<file path="config.mk">
export PLATFORM = sky130hd
export DESIGN_NAME = vscale_mem_arbiter
export DESIGN_NICKNAME = d
export VERILOG_FILES = /design/src/rtl/vscale_mem_arbiter.sv
export SDC_FILE = /design/constraint.sdc
export NUM_CORES = 1
export LEC_CHECK = 0
export BUFFER_PORTS_ARGS = -buffer_cell sky130_fd_sc_hd__clkbuf_2
export CAP_MARGIN = 10
export CELL_PAD_IN_SITES_DETAIL_PLACEMENT = 1
export CELL_PAD_IN_SITES_GLOBAL_PLACEMENT = 2
export CORE_ASPECT_RATIO = 0.5
export CORE_MARGIN = 2
export CORE_UTILIZATION = 16
export DETAILED_ROUTE_END_ITERATION = 10
export HOLD_SLACK_MARGIN = 0.05
export PLACE_DENSITY_LB_ADDON = 0.1
export SLEW_MARGIN = 20
export SYNTH_ARGS = -nofsm -noshare
export SYNTH_HDL_FRONTEND = slang
export SYNTH_SLANG_ARGS = --single-unit
</file>
<file path="constraint.sdc">
create_clock -name clk -period 1.35 [get_ports clk]
set_clock_uncertainty 0.05 [all_clocks]
set_input_delay 0.0675 -clock clk [delete_from_list [all_inputs] [get_ports clk]]
set_output_delay 0.0675 -clock clk [all_outputs]
set_load 0.03 [all_outputs]
</file>
<file path="src/rtl/vscale_mem_arbiter.sv">
// Shares one pipelined single-port memory between the fetch and data ports of vscale_core.
// Data port has address-phase priority; fetch is guaranteed a slot after MAX_DMEM_STREAK data grants.
module vscale_mem_arbiter #(
  parameter int MAX_DMEM_STREAK = 4
) (
  input  logic        clk,
  input  logic        reset_n,
  input  logic [31:0] imem_addr,
  output logic [31:0] imem_rdata,
  output logic        imem_wait,
  output logic        imem_badmem_e,
  input  logic        dmem_en,
  input  logic        dmem_wen,
  input  logic [2:0]  dmem_size,
  input  logic [31:0] dmem_addr,
  input  logic [31:0] dmem_wdata_delayed,
  output logic [31:0] dmem_rdata,
  output logic        dmem_wait,
  output logic        dmem_badmem_e,
  output logic        mem_en,
  output logic        mem_wen,
  output logic [2:0]  mem_size,
  output logic [31:0] mem_addr,
  output logic [31:0] mem_wdata,
  input  logic [31:0] mem_rdata,
  input  logic        mem_wait,
  input  logic        mem_badmem_e
);

  localparam logic [3:0] MAX_STREAK = 4'(MAX_DMEM_STREAK);

  typedef enum logic [1:0] {
    OWNER_NONE,
    OWNER_IMEM,
    OWNER_DMEM
  } owner_t;

  owner_t      dp_owner_reg;
  logic        dp_wen_reg;
  logic [3:0]  streak_reg;
  logic        dmem_deferred_reg;

  // Copy of the last presented address phase, replayed while the memory stalls.
  logic        mem_en_reg;
  logic        mem_wen_reg;
  logic [2:0]  mem_size_reg;
  logic [31:0] mem_addr_reg;

  logic arb_active;
  logic grant_dmem;
  logic grant_imem;
  logic defer_dmem;

  assign arb_active = reset_n & ~mem_wait;
  assign grant_dmem = arb_active & dmem_en & (streak_reg < MAX_STREAK);
  assign defer_dmem = arb_active & dmem_en & (streak_reg >= MAX_STREAK);
  assign grant_imem = arb_active & ~grant_dmem;

  always_comb begin
    mem_en   = 1'b0;
    mem_wen  = 1'b0;
    mem_size = 3'b000;
    mem_addr = 32'h0;
    if (mem_wait) begin
      mem_en   = mem_en_reg;
      mem_wen  = mem_wen_reg;
      mem_size = mem_size_reg;
      mem_addr = mem_addr_reg;
    end else if (grant_dmem) begin
      mem_en   = 1'b1;
      mem_wen  = dmem_wen;
      mem_size = dmem_size;
      mem_addr = dmem_addr;
    end else if (grant_imem) begin
      mem_en   = 1'b1;
      mem_wen  = 1'b0;
      mem_size = 3'b010;
      mem_addr = imem_addr;
    end
  end

  always_ff @(posedge clk or negedge reset_n) begin
    if (!reset_n) begin
      dp_owner_reg      <= OWNER_NONE;
      dp_wen_reg        <= 1'b0;
      streak_reg        <= 4'd0;
      dmem_deferred_reg <= 1'b0;
      mem_en_reg        <= 1'b0;
      mem_wen_reg       <= 1'b0;
      mem_size_reg      <= 3'b000;
      mem_addr_reg      <= 32'h0;
    end else if (!mem_wait) begin
      mem_en_reg        <= mem_en;
      mem_wen_reg       <= mem_wen;
      mem_size_reg      <= mem_size;
      mem_addr_reg      <= mem_addr;
      dp_wen_reg        <= mem_wen;
      dmem_deferred_reg <= defer_dmem;
      if (grant_dmem) begin
        dp_owner_reg <= OWNER_DMEM;
        streak_reg   <= streak_reg + 4'd1;
      end else if (grant_imem) begin
        dp_owner_reg <= OWNER_IMEM;
        streak_reg   <= 4'd0;
      end else begin
        dp_owner_reg <= OWNER_NONE;
      end
    end
  end

  assign imem_rdata    = mem_rdata;
  assign dmem_rdata    = mem_rdata;
  assign imem_wait     = ~((dp_owner_reg == OWNER_IMEM) & ~mem_wait);
  assign dmem_wait     = ((dp_owner_reg == OWNER_DMEM) & mem_wait) | dmem_deferred_reg;
  assign imem_badmem_e = mem_badmem_e & (dp_owner_reg == OWNER_IMEM) & ~mem_wait;
  assign dmem_badmem_e = mem_badmem_e & (dp_owner_reg == OWNER_DMEM) & ~mem_wait;
  assign mem_wdata     = ((dp_owner_reg == OWNER_DMEM) & dp_wen_reg) ? dmem_wdata_delayed : 32'h0;

endmodule
</file>
==> results.cfg <==
[setup_path]
regToRegSetupSlack_ps = -440
path_cells = nor3b_4 -> buf_6 -> buf_12 -> buf_12 -> mux2i_4 -> o21ai_2 -> clkbuf_8
cp_common_cell = buf_12
cp_max_fo = 6
critical_path.max_stage_delay_ps = 400
worstSetupPathType = reg -> out
cp.required_ps = 1230
slowest_stage = dfrtp_1
worstReg2RegEnd = mem_addr_reg[27]
endpoint_kind = primary output
reg2reg_depth = 8
crit_arrival_ps = 1860
crit_path_start_kind = flip-flop
reg2reg_from = streak_reg[3]

[global_route]
grt_pass1_wl_mm = 17.80
overflow = 0
grt_max_degree = 33
grt_usage_pct = 11.68
grt_antenna_before_repair = 0
grt_pass1_vias = 3213

[die]
floorplan.initialDensity_pct = 16.59
die_h_um = 99.55
io_pins = 274
num_rows = 34
chipWidth_um = 195.1
core_area_um2 = 17610
dieArea_um2 = 19420

[synth]
synth_edf_count = 0
yosysSeqAreaShare_pct = 37.69
synthTopCellsByArea = dfrtp_1 38%, buf_4 16%, o21ai_1 11%, mux2i_1 11%, and2_1 6.9%
yosysTopAreaCellShare_pct = 37.69
ys_types = 25
ys.flop_type = dfrtp_1
synth_cells = 336
syn_nets = 474
synth_area_um2 = 2922
yosys_register_bits = 44
synth_warnings = 0
yosys.area.top_type = dfrtp_1
synthArstFlopShare_pct = 100.0
avgSynthCellArea_um2 = 8.695

[flow_run]
drv_cap = 0

[finish]
nNetsFinal = 659
largest_reg_flops = 32
seqCellArea_um2 = 1101
layout-drive-gt1-share_pct = 75.05
fillers = 1968
antenna_cells = 0
area_growth_pct = 112.2
final_area_um2 = 6201
fin_util_pct = 35.21
most-common-layout-cells = 105 x clkbuf_2, 53 x buf_8, 48 x nand2_1
layout_commonest_cell = clkbuf_2
multi_input_area_um2 = 2110
final_cells = 755

[routing]
dr_total_vias = 2975
drc = 0
drt-initial-drc-count = 76
wl_mm = 11.55
viasPerCell = 3.940
wl_per_cell_um = 15.29
ant_nets = 0
dr.pass1.iters = 3

[worst_hold_path]
holdPathStages = 3
hp-class = in -> reg
worstHoldEndpoint = mem_addr_reg[8]
min_from = dmem_addr[8]

[timing]
report.final.slew_viol_count = 0
hold_viol = 0
fin_tns_setup_ps = -35410
setup_viol = 108
fmax_mhz = 505.6
worst_pin_slew_ps = 284.1
worst_slack_ps = -627.9
rsz0062_at_grt = yes
slew_headroom_pct = 81.06
period_minus_slack_ps = 1978
fin_crit_sh_pct = 146.5

[power_and_ir_drop]
p_int_uw = 3230
p_per_area_nw_per_um2 = 757.0
share_seq_of_total_power_pct = 31.2
power_leakage_uw = 0.002799
ir_worst_vdd_v = 0.0003645
comb_power_share_pct = 41.4
power.switching_uw = 1464
power_uw = 4694
share_clk_of_total_power_pct = 27.4
switching_share_pct = 31.18

[place]
hpwl_mm = 8.342
port_buffers = 177
gp_congestion = 0.6934
dpl.cell_count = 689
place_area_um2 = 4369

[clock_tree]
clockRootBuffer = clkbuf_16
clk_pin_slew_ps = 60
cts_tree = done
clock_path_buffers = 2
clkLatencyLatePin_ps = 280
cts_sinks = 44
cts_buffers = 5
htree_levels = 2

[status]
violations = negative setup slack
outcome = finished with violations
layer usage:
metal	vias to the layer above	routed length (um)	track usage [%]
met1	1425	4816	14.42
met5	-	0	0
met4	0	178	3.288
li1	1433	-	-
met2	85	5916	20.58
met3	32	633	2.679
stage by stage:
| stage | setup slack (ps) | hold slack (ps) |
|---|---|---|
| after floorplan | -206.2 | -278.1 |
| after global placement | -319.8 | 57.25 |
| after detailed placement | -348.0 | 65.49 |
| after CTS | -640.1 | 50.11 |
| after global routing | -720.0 | 60.92 |
| final | -627.9 | 57.11 |
cell usage after synthesis, drive strengths merged (2+ instances only):
cell,n
and2,33
nand2,48
nand3,3
dfrtp,44
o21ai,78
inv,2
buf,71
clkbuf,14
nand2b,2
mux2i,32
worst max-delay path, delay by kind of cell, from the launching register on:
| kind | cells | cell delay, ps |
|---|---|---|
| buf+inv | 4 | 590 |
| flops | 1 | 400 |
| mux | 1 | 260 |
| simple gates | 1 | 240 |
| compound gates | 1 | 90 |
layout make-up:
class | count | share of cell area, %
clock buffers | 7 | 2.462
multi-input cells | 205 | 34.02
repair buffers | 263 | 40.92
well taps | 234 | 4.722
inverters | 2 | 0.1211
flip-flops and latches | 44 | 17.76
power by group through the flow:
stage / Sequential, uW / Combinational (uW) / Clock [uW]
detailed placement: 1490 / 1350 / 0
finish: 1460 / 1940 / 1290
CTS: 1470 / 1860 / 1340
global placement: 1490 / 1350 / 0
floorplan: 1480 / 1190 / 0
global route: 1480 / 2070 / 1400
logic make-up (layout without fill, tap and decap cells):
group	Yosys count	count (layout)	synth area share (%)
adder cells (fa/ha/maj)	1	1	0.4282
buffers and inverters	87	272	21.07
multiplexers	32	32	10.96
AO/OA/AOI/OAI	80	80	13.92
flip-flops	44	44	37.69
AND/OR/NAND/NOR	92	92	15.93
worst max path at each step:
stage                   from           end  slack, ps  depth (start not counted)
6_report       streak_reg[3]  mem_addr[24]       -630                          7
5_1_grt        streak_reg[2]   mem_addr[2]       -720                          7
4_1_cts        streak_reg[2]  mem_addr[19]       -640                          7
3_5_place_dp   streak_reg[3]  mem_addr[17]       -350                          6
3_3_place_gp   streak_reg[3]  mem_addr[17]       -320                          6
2_1_floorplan  streak_reg[3]  mem_addr[17]       -210                          4
repair_timing:
action	4_1_cts	5_1_grt
setup endpoints to repair	110	112
pin swaps	35	35
gates cloned	4	0
buffers inserted	38	25
endpoints found under the hold margin	49	0
gates resized for setup	241	95
hold buffers	6	0
(Power assumes the default switching activity.)
